`config.mk`:
```
export PLATFORM = sky130hd
export DESIGN_NAME = alu_rs_sched
export DESIGN_NICKNAME = d
export VERILOG_FILES = /design/src/rtl/alu_rs_sched_pkg.sv /design/src/rtl/alu_rs_sched_rr_pick.sv /design/src/rtl/alu_rs_sched.sv
export SDC_FILE = /design/constraint.sdc
export NUM_CORES = 2
export LEC_CHECK = 0
export BUFFER_PORTS_ARGS = -buffer_cell sky130_fd_sc_hd__buf_2
export CORE_MARGIN = 4
export CORE_UTILIZATION = 25
export CTS_CLUSTER_DIAMETER = 30
export DETAILED_ROUTE_END_ITERATION = 12
export GPL_ROUTABILITY_DRIVEN = 0
export PLACE_DENSITY_LB_ADDON = 0.12
export SLEW_MARGIN = 20
export SYNTH_ARGS = -nofsm -noshare
export SYNTH_HDL_FRONTEND = slang
export SYNTH_SLANG_ARGS = --single-unit
```
`constraint.sdc`:
```
create_clock -name clk -period 4.75 [get_ports clk]
set_input_delay 0.475 -clock clk [delete_from_list [all_inputs] [get_ports clk]]
set_output_delay 0.475 -clock clk [all_outputs]
set_load 0.1 [all_outputs]
```
`src/rtl/alu_rs_sched_pkg.sv`:
```
// Shared widths, tag encodings, opcodes and payload structs for the ALU reservation station.
package alu_rs_sched_pkg;

  localparam int unsigned DATA_W = 32;
  localparam int unsigned TAG_W  = 4;
  localparam int unsigned NAME_W = 5;
  localparam int unsigned OP_W   = 6;
  localparam int unsigned ADDR_W = 32;

  localparam logic [TAG_W-1:0]  TAG_FREE  = '1;
  localparam logic [DATA_W-1:0] DATA_FREE = '0;
  localparam logic [NAME_W-1:0] NAME_FREE = '0;
  localparam logic [ADDR_W-1:0] ADDR_FREE = '0;

  typedef enum logic [OP_W-1:0] {
    OP_ADD   = 6'd0,
    OP_SUB   = 6'd1,
    OP_AND   = 6'd2,
    OP_OR    = 6'd3,
    OP_XOR   = 6'd4,
    OP_SLL   = 6'd5,
    OP_SRL   = 6'd6,
    OP_SRA   = 6'd7,
    OP_SLT   = 6'd8,
    OP_SLTU  = 6'd9,
    OP_LUI   = 6'd10,
    OP_AUIPC = 6'd11
  } alu_op_e;

  typedef struct packed {
    logic [TAG_W-1:0]  tag;
    logic [DATA_W-1:0] val;
  } operand_t;

  typedef struct packed {
    logic              en;
    logic [TAG_W-1:0]  tag;
    logic [DATA_W-1:0] data;
  } cdb_t;

  typedef struct packed {
    logic              valid;
    logic [OP_W-1:0]   op;
    operand_t          src1;
    operand_t          src2;
    logic [TAG_W-1:0]  dest;
    logic [NAME_W-1:0] name;
    logic [ADDR_W-1:0] addr;
  } rs_entry_t;

  typedef struct packed {
    logic [OP_W-1:0]   op;
    logic [DATA_W-1:0] val1;
    logic [DATA_W-1:0] val2;
    logic [TAG_W-1:0]  dest;
    logic [NAME_W-1:0] name;
    logic [ADDR_W-1:0] addr;
  } issue_t;

  // Capture a broadcast result into a pending operand; port A has priority, TAG_FREE never matches.
  function automatic operand_t snoop(input operand_t opnd, input cdb_t a, input cdb_t b);
    operand_t res;
    res = opnd;
    if (opnd.tag != TAG_FREE) begin
      if (a.en && (a.tag == opnd.tag)) begin
        res = '{tag: TAG_FREE, val: a.data};
      end else if (b.en && (b.tag == opnd.tag)) begin
        res = '{tag: TAG_FREE, val: b.data};
      end
    end
    return res;
  endfunction

endpackage

```
`src/rtl/alu_rs_sched_rr_pick.sv`:
```
// Rotating-priority picker: first set bit of ready at or above ptr, wrapping around.
module alu_rs_sched_rr_pick #(
  parameter int unsigned N = 8
) (
  input  logic [N-1:0]                           ready_i,
  input  logic [((N > 1) ? $clog2(N) : 1)-1:0]   ptr_i,
  output logic [N-1:0]                           grant_c,
  output logic [((N > 1) ? $clog2(N) : 1)-1:0]   idx_c,
  output logic                                   any_c
);

  localparam int unsigned IDX_W = (N > 1) ? $clog2(N) : 1;

  // N is a power of two, so IDX_W-bit addition wraps modulo N.
  always_comb begin
    grant_c = '0;
    idx_c   = '0;
    any_c   = 1'b0;
    for (int unsigned i = 0; i < N; i++) begin
      if (!any_c && ready_i[ptr_i + IDX_W'(i)]) begin
        any_c                        = 1'b1;
        idx_c                        = ptr_i + IDX_W'(i);
        grant_c[ptr_i + IDX_W'(i)]   = 1'b1;
      end
    end
  end

endmodule

```
`src/rtl/alu_rs_sched.sv`:
```
// ALU reservation station: buffers dispatched ops, wakes operands from two CDB ports,
// and issues one ready entry per cycle to the ALU through registered outputs.
module alu_rs_sched
  import alu_rs_sched_pkg::*;
#(
  parameter int unsigned RS_DEPTH = 8
) (
  input  logic              clk,
  input  logic              rst,
  input  logic              flush,
  input  logic              dispEn,
  input  logic [OP_W-1:0]   dispOp,
  input  logic [DATA_W-1:0] dispVal1,
  input  logic [TAG_W-1:0]  dispTag1,
  input  logic [DATA_W-1:0] dispVal2,
  input  logic [TAG_W-1:0]  dispTag2,
  input  logic [TAG_W-1:0]  dispDest,
  input  logic [NAME_W-1:0] dispName,
  input  logic [ADDR_W-1:0] dispAddr,
  output logic              rsFull,
  input  logic              cdbAEn,
  input  logic [TAG_W-1:0]  cdbATag,
  input  logic [DATA_W-1:0] cdbAData,
  input  logic              cdbBEn,
  input  logic [TAG_W-1:0]  cdbBTag,
  input  logic [DATA_W-1:0] cdbBData,
  output logic              ALUworkEn,
  output logic [DATA_W-1:0] operandO,
  output logic [DATA_W-1:0] operandT,
  output logic [TAG_W-1:0]  wrtTag,
  output logic [NAME_W-1:0] wrtName,
  output logic [OP_W-1:0]   opCode,
  output logic [ADDR_W-1:0] instAddr
);

  localparam int unsigned IDX_W = (RS_DEPTH > 1) ? $clog2(RS_DEPTH) : 1;
  localparam issue_t ISSUE_RESET = '{op: '0, val1: DATA_FREE, val2: DATA_FREE,
                                     dest: TAG_FREE, name: NAME_FREE, addr: ADDR_FREE};

  rs_entry_t           entries_q [RS_DEPTH];
  rs_entry_t           entries_d [RS_DEPTH];
  logic [IDX_W-1:0]    ptr_q, ptr_d;
  logic                alu_en_q, alu_en_d;
  issue_t              issue_q, issue_d;

  logic [RS_DEPTH-1:0] valid_c, ready_c, grant_c;
  logic [IDX_W-1:0]    pick_idx_c, free_idx_c;
  logic                pick_any_c;
  cdb_t                cdb_a, cdb_b;
  operand_t            disp_src1_c, disp_src2_c;

  assign cdb_a = '{en: cdbAEn, tag: cdbATag, data: cdbAData};
  assign cdb_b = '{en: cdbBEn, tag: cdbBTag, data: cdbBData};

  assign disp_src1_c = snoop(operand_t'{tag: dispTag1, val: dispVal1}, cdb_a, cdb_b);
  assign disp_src2_c = snoop(operand_t'{tag: dispTag2, val: dispVal2}, cdb_a, cdb_b);

  // Eligibility uses start-of-cycle state; same-cycle wakeups count from the next cycle.
  always_comb begin
    valid_c = '0;
    ready_c = '0;
    for (int unsigned i = 0; i < RS_DEPTH; i++) begin
      valid_c[i] = entries_q[i].valid;
      ready_c[i] = entries_q[i].valid && (entries_q[i].src1.tag == TAG_FREE)
                   && (entries_q[i].src2.tag == TAG_FREE);
    end
  end

  // Lowest-index free slot; downward scan leaves the lowest match last.
  always_comb begin
    free_idx_c = '0;
    for (int i = int'(RS_DEPTH) - 1; i >= 0; i--) begin
      if (!valid_c[i]) free_idx_c = IDX_W'(i);
    end
  end

  assign rsFull = &valid_c;

  alu_rs_sched_rr_pick #(.N(RS_DEPTH)) u_pick (
    .ready_i (ready_c),
    .ptr_i   (ptr_q),
    .grant_c (grant_c),
    .idx_c   (pick_idx_c),
    .any_c   (pick_any_c)
  );

  always_comb begin
    entries_d = entries_q;
    ptr_d     = ptr_q;
    alu_en_d  = 1'b0;
    issue_d   = issue_q;
    if (flush) begin
      for (int unsigned i = 0; i < RS_DEPTH; i++) entries_d[i] = '0;
      ptr_d   = '0;
      issue_d = ISSUE_RESET;
    end else begin
      for (int unsigned i = 0; i < RS_DEPTH; i++) begin
        if (entries_q[i].valid) begin
          entries_d[i].src1 = snoop(entries_q[i].src1, cdb_a, cdb_b);
          entries_d[i].src2 = snoop(entries_q[i].src2, cdb_a, cdb_b);
        end
        if (grant_c[i]) entries_d[i].valid = 1'b0;
      end
      // The free slot is never the issuing slot, so both can happen in one cycle.
      if (dispEn && !rsFull) begin
        entries_d[free_idx_c] = '{valid: 1'b1, op: dispOp, src1: disp_src1_c, src2: disp_src2_c,
                                  dest: dispDest, name: dispName, addr: dispAddr};
      end
      if (pick_any_c) begin
        alu_en_d = 1'b1;
        ptr_d    = pick_idx_c + IDX_W'(1);
        issue_d  = '{op:   entries_q[pick_idx_c].op,
                     val1: entries_q[pick_idx_c].src1.val,
                     val2: entries_q[pick_idx_c].src2.val,
                     dest: entries_q[pick_idx_c].dest,
                     name: entries_q[pick_idx_c].name,
                     addr: entries_q[pick_idx_c].addr};
      end
    end
  end

  always_ff @(posedge clk) begin
    if (rst) begin
      for (int unsigned i = 0; i < RS_DEPTH; i++) entries_q[i] <= '0;
      ptr_q    <= '0;
      alu_en_q <= 1'b0;
      issue_q  <= ISSUE_RESET;
    end else begin
      for (int unsigned i = 0; i < RS_DEPTH; i++) entries_q[i] <= entries_d[i];
      ptr_q    <= ptr_d;
      alu_en_q <= alu_en_d;
      issue_q  <= issue_d;
    end
  end

  assign ALUworkEn = alu_en_q;
  assign operandO  = issue_q.val1;
  assign operandT  = issue_q.val2;
  assign wrtTag    = issue_q.dest;
  assign wrtName   = issue_q.name;
  assign opCode    = issue_q.op;
  assign instAddr  = issue_q.addr;

endmodule

```
* Yosys cells after proc, flatten, opt, wreduce, memory -nomap -nowiden
Index checks and enable logic that the tools add are counted.
** Word-level totals
- Register bits :: 1075
- Bits of input ports :: 197
- Output and inout bits :: 113
- Logic and storage cells :: 423
** Cells by class
- Add/subtract/negate cells :: 8
- Order comparisons :: 19
- Equality and inequality tests :: 70
- Multiplexer cells :: 158
- Bitwise logic cells :: 9
- Reductions and logical operators :: 79
** Operators with widths (count)
- 36-bit 2-to-1 mux :: 54
- 72-bit 2-to-1 mux :: 16
- 960-bit bitwise mux :: 1
- 960-bit 2-to-1 mux :: 1
- 120-bit binary-select mux with 3-bit select :: 1
- 120-bit demux with 3-bit select :: 1
- 119-bit 2-to-1 mux :: 2
- 4-bit == test :: 36
- 120-bit 2-to-1 mux :: 1
- 4-bit != test (second input constant) :: 18
- 1-bit logical AND :: 69
- 4-bit == test (second input constant) :: 16
- 8-bit 2-to-1 mux :: 8
- 8-bit bitwise OR :: 7
- 3-bit 2-to-1 mux :: 16
- 1-bit 2-to-1 mux :: 41
- 3-bit by 4-bit less-than comparator with 1-bit output (second input constant) :: 8
- 1-bit binary-select mux with 3-bit select :: 8
- 1-bit demux with 3-bit select :: 8
- 3-bit by 1-bit >= comparator with 1-bit output (second input constant) :: 8
- 3-bit adder (second input constant) :: 4
- 4-bit >= comparator (second input constant) :: 2
- 1-bit zero test :: 8
- 3-bit inverter with 4-bit output :: 2
- 5 further kinds :: 7

* Depth between registers and ports, before layout
- Depth in word-level cells :: 31
- Gate-level depth with buffers :: 20
- Gate-level depth less buffers :: 14

* Modules after synthesis
Synthesis repeated with hierarchy kept, for this count alone.
** Unflattened totals
- Cells, all modules :: 7093
- Area, all modules :: 61275.0 um2
** By module, submodules not included
- alu_rs_sched :: instances 1, cells each 6936, area each 59763.6 um2, seq. area each 21520.6 um2
- alu_rs_sched_rr_pick :: instances 1, cells each 157, area each 1511.4 um2, seq. area each 0.0 um2

* Worst setup path after synthesis
No wires, ideal clock.
- Path type :: register -> register
- From :: register ptr_q[1]
- To :: register ptr_q[1]
- Setup time :: 0.128 ns
- Data arrival time :: 4.301 ns
- Data required time :: 4.622 ns
- Setup slack :: 0.322 ns
- Cell stages (with the launch flop) :: 18
- Path buffers :: 5
- Period minus slack after synthesis :: 4.428 ns
- Cell sequence :: dfxtp_1 clkbuf_1 inv_1 buf_2 ha_1 xnor2_1 mux4_2 nand4b_2 nor4b_2 a2111oi_2 a21o_2 inv_2 buf_6 buf_2 buf_1 ha_1 a21oi_1 nor2_1
** Between the ends
- Cells in the longest elaborated chain, start to end :: 25
- Elaborated cells between the ends (all ways) :: 54
- Classes of those cells :: add/sub (8); mux (32); reduce/logical (14)
** RTL lines
- from (decl) :: line alu_rs_sched.sv:42 : logic [IDX_W-1:0] ptr_q, ptr_d;
- from (signal assigned) :: line alu_rs_sched.sv:130 : ptr_q <= ptr_d;
- parallel branches: the longest is 25 deep, another holds 3-bit by 1-bit adder with 3-bit output
Several ways; the timed one is not identified. The select of a mux whose other input is x is not followed.
A chain may end at the register's enable or synchronous reset.

* Worst setup path after layout
- From :: register, netlist name entries_q[75]
- To :: register issue_q (netlist bit operandO[15])
** Between the ends
- Cells in the longest elaborated chain, start to end :: 30
- Elaborated cells between the ends (all ways) :: 52
- Classes of those cells :: eq/ne (1); mux (35); bitwise (1); reduce/logical (15)
** RTL lines
- 4-bit == test * :: line alu_rs_sched.sv:65 : && (entries_q[i].src2.tag == TAG_FREE);
- 1-bit logical AND * :: line alu_rs_sched.sv:65
- 1-bit binary-select mux with 3-bit select :: line alu_rs_sched_rr_pick.sv:20 : if (!any_c && ready_i[ptr_i + IDX_W'(i)]) begin
- 1-bit 2-to-1 mux (not written as such) :: line alu_rs_sched_rr_pick.sv:20
- 1-bit 2-to-1 mux :: line alu_rs_sched_rr_pick.sv:20
- 1-bit zero test :: line alu_rs_sched_rr_pick.sv:20
- 1-bit logical AND :: line alu_rs_sched_rr_pick.sv:20
- 1-bit 2-to-1 mux :: line alu_rs_sched_rr_pick.sv:20
- (+13 left out)
- 1-bit logical AND :: line alu_rs_sched_rr_pick.sv:20
- 1-bit 2-to-1 mux :: line alu_rs_sched_rr_pick.sv:20
- 1-bit zero test :: line alu_rs_sched_rr_pick.sv:20
- 1-bit logical AND :: line alu_rs_sched_rr_pick.sv:20
- 3-bit 2-to-1 mux :: line alu_rs_sched_rr_pick.sv:20
- 3-bit inverter with 4-bit output (not written as such) :: line alu_rs_sched.sv:113 : val1: entries_q[pick_idx_c].src1.val,
- 120-bit binary-select mux with 3-bit select :: line alu_rs_sched.sv:113
- 119-bit 2-to-1 mux (2 in series)
- to (signal assigned) :: line alu_rs_sched.sv:132 : issue_q <= issue_d;
- to (decl) :: line alu_rs_sched.sv:44 : issue_t issue_q, issue_d;
Mark *: on every way between the ends. The rest lies on a longest branch, timed or not. The select of a mux whose other input is x is not followed.

==> flow_summary.toml <==
[outcome]
outcome = "complete, no violations"

[power_and_ir_drop]
pwr-share-seq_pct = 27.7
p_total_mw = 33.0
power.net_switching_mw = 7.72
p_sw_share_pct = 23.4
combPwrFrac_pct = 5.0
powerDensity_nw_per_um2 = 447
pwr-share-clk_pct = 67.3
vdd.ir_drop.worst_uv = 251
leakage_nw = 24.3
internal-power_mw = 25.3

[layout]
nets = 7688
area_growth_pct = 28.7
final_common_cell = "nand2_1"
final_cells = 10766
finalInstanceArea_sq_um = 73800
num-fill-cells = 23849
drive_above_1_share_pct = 16.4
layout_common_cells = "nand2_1, dfxtp_1, a21oi_1, nor2_1, mux2i_1"

[sta]
finalSetupViolations = 0
slew_headroom_pct = 23.1
slew_viol_final = 0
rsz0062_at_grt = "no"
period_needed_ns = 4.52
finalHoldViolations = 0
finClkSkew_ns = 0.0988
period_share_pct = 95.1
tns_ns = 0
tightest_slew_ns = 1.15
max_freq_ghz = 0.221

[global_route]
grt_usage_pct = 23.8
antenna_found_initial = 28
grt_max_degree = 168
first_global_vias = 58417
globalRouteOverflowTotal = 0
grt_pass1_wl_um = 423000

[clock_network]
cts_max_level = 5
cts_buffers = 358
cts_buffer_depth = 4
path_clk_slew_ns = 0.04
clockRootBuffer = "clkbuf_16"
clk_latency_ns = 0.95
cts_setup_buffers = 0
cts_tree = "built"
clkSinkCount = 1075

[synthesis]
synth_edf_count = 0
syn_nets = 7609
async_flop_share_pct = 0
syn_inst = 7405
netlist_area_sq_um = 57300
synth.distinct_cells = 78
synth_seq_cells = 1075
synth_warnings = 0
synth-seq-area-share_pct = 37.5
syn_area_per_cell_sq_um = 7.74
ys.flop_type = "dfxtp_1"

[hold_path]
min_to = "entries_q[910]"
hold_class = "in2reg"
min_path_cells = 5
hold_start = "dispVal2[29]"

[floorplan]
start_util_pct = 25.2
dieArea_sq_um = 237000
die_height_um = 487
core_area_sq_um = 228000
dieWidth_um = 487
rows = 175
ios = 310

[worst_setup_path]
r2r-end = "operandO[15]"
crit_start = "entries_q[75]"
arrival_ns = 5.29
cp.required_ns = 5.52
criticalPathCategory = "reg2reg"
crit_path_end_kind = "register"
critPathMostFrequentCell = "nor2_1"
r2r_slack_ns = 0.23
rr_worst_depth = 13
cpMaxStageDelayCell = "mux4_2"
critical_path_buf_inv_count = 1
worst_r2r_startpoint = "entries_q[75]"
worst_path_dominant_cell_family = "compound AO/OA/AOI/OAI gates"
crit_path_start_kind = "register"
path_cells = "nand4_1 > nor2_1 > a32oi_1 > mux4_2 > nand4b_2 > nor2_1 > a211o_1 > a211oi_4 > nand2_8 > buf_12 > a221oi_1 > o21ai_1 > o2111a_1"
slowest_delay_ns = 0.64
path_max_fanout = 75

[place]
place_area_sq_um = 61800
portBuffers = 309
detailed_place_hpwl_um = 166000
dpl.cell_count = 10084

[detailed_routing]
drt_iter0_markers = 5291
drc = 0
vias = 59787
ant_nets = 0
wire_per_inst_um = 27.4
via_per_inst = 5.55
drt_pass1_iterations = 6
drt-total-wl_um = 295000

[run]
maxCapViolCount = 0
-- worst reg2reg max path: cells and delay by family, from the launching register on --
kind,cells,cell delay [ns]
flops,1,0.41
buf+inv,1,0.29
compound gates,6,1.85
mux,1,0.65
simple gates,5,1.20
-- per-stage QoR --
stage / utilization (%) / worst slack [ns] / hold slack, ns
after global placement: 27.1 / 0.397 / 0.439
after global routing: 32.4 / 0.0184 / 0.0787
after detailed placement: 27.1 / 0.370 / 0.446
final: 32.4 / 0.231 / 0.0796
after CTS: 32.4 / 0.330 / 0.0130
after floorplan: - / 0.322 / 0.432
-- synth_stat cells (38+ instances only) --
cell type / instances / area [sq um]
o21ai_0: 198 / 991
xnor2_1: 38 / 333
buf_1: 51 / 191
nand2_1: 1318 / 4950
o22ai_1: 70 / 438
o2111a_1: 104 / 1170
o221a_2: 64 / 721
a221oi_1: 102 / 893
a22oi_1: 234 / 1760
xor2_1: 108 / 946
buf_4: 67 / 503
nor2_1: 815 / 3060
a21oi_1: 834 / 4170
dfxtp_1: 1075 / 21500
o211ai_1: 185 / 1390
clkbuf_1: 705 / 2650
o221ai_1: 44 / 385
nand3_1: 128 / 641
a211oi_1: 274 / 2060
nor3_1: 90 / 450
mux2i_1: 437 / 4370
o2111ai_1: 104 / 911
-- power groups by stage --
stage | Combinational, mW | Sequential [mW] | Clock, mW
2_1_floorplan | 0.882 | 9.29 | 0
3_3_place_gp | 1.56 | 9.30 | 0
3_5_place_dp | 1.58 | 9.30 | 0
4_1_cts | 1.62 | 9.15 | 22.5
5_1_grt | 1.73 | 9.15 | 23.0
6_report | 1.64 | 9.15 | 22.2
-- how the worst max path moves through the flow --
| stage | end | slack (ns) | depth (start not counted) |
|---|---|---|---|
| floorplan | ptr_q[1] | 0.32 | 17 |
| global placement | operandO[12] | 0.40 | 15 |
| detailed placement | ptr_q[2] | 0.37 | 12 |
| CTS | ptr_q[2] | 0.33 | 12 |
| global route | wrtName[3] | 0.02 | 13 |
| finish | operandO[15] | 0.23 | 13 |
-- per-layer routing --
metal  global-route usage [%]  vias to the layer above  part of all wire, %
met4                     9.23                        6                  3.6
met2                     37.5                     2593                   45
met1                     31.8                    29687                   44
li1                         -                    26914                    -
met3                     5.26                      587                  7.4
met5                    0.306                        -                0.026
-- logic make-up (layout without fill, tap and decap cells) --
kind of cell | count (synthesis) | count (layout) | synth area share, %
fa+ha+maj | 7 | 7 | 0.153
simple gates | 2465 | 2465 | 17.2
compound gates | 2339 | 2339 | 27.9
buf+inv | 911 | 1245 | 6.70
mux | 462 | 462 | 8.32
xor+xnor | 146 | 146 | 2.23
other cells | 0 | 18 | 0
flops | 1075 | 1075 | 37.5
-- area by class of cell --
class / count / area (sq um) / share of cell area, %
Multi-Input combinational cell: 5419 / 32400 / 43.9
Clock buffer: 543 / 10700 / 14.6
Clock inverter: 72 / 688 / 0.933
Antenna cell: 18 / 45.0 / 0.0610
Sequential cell: 1075 / 21500 / 29.2
Inverter: 35 / 141 / 0.192
Timing Repair Buffer: 595 / 4460 / 6.04
Tap cell: 3009 / 3760 / 5.10
-- what timing repair did --
item | 4_1_cts | 5_1_grt
gates resized for setup | 0 | 0
endpoints found under the hold margin | 384 | 0
hold buffers | 49 | 0
(Power assumes the default switching activity.)
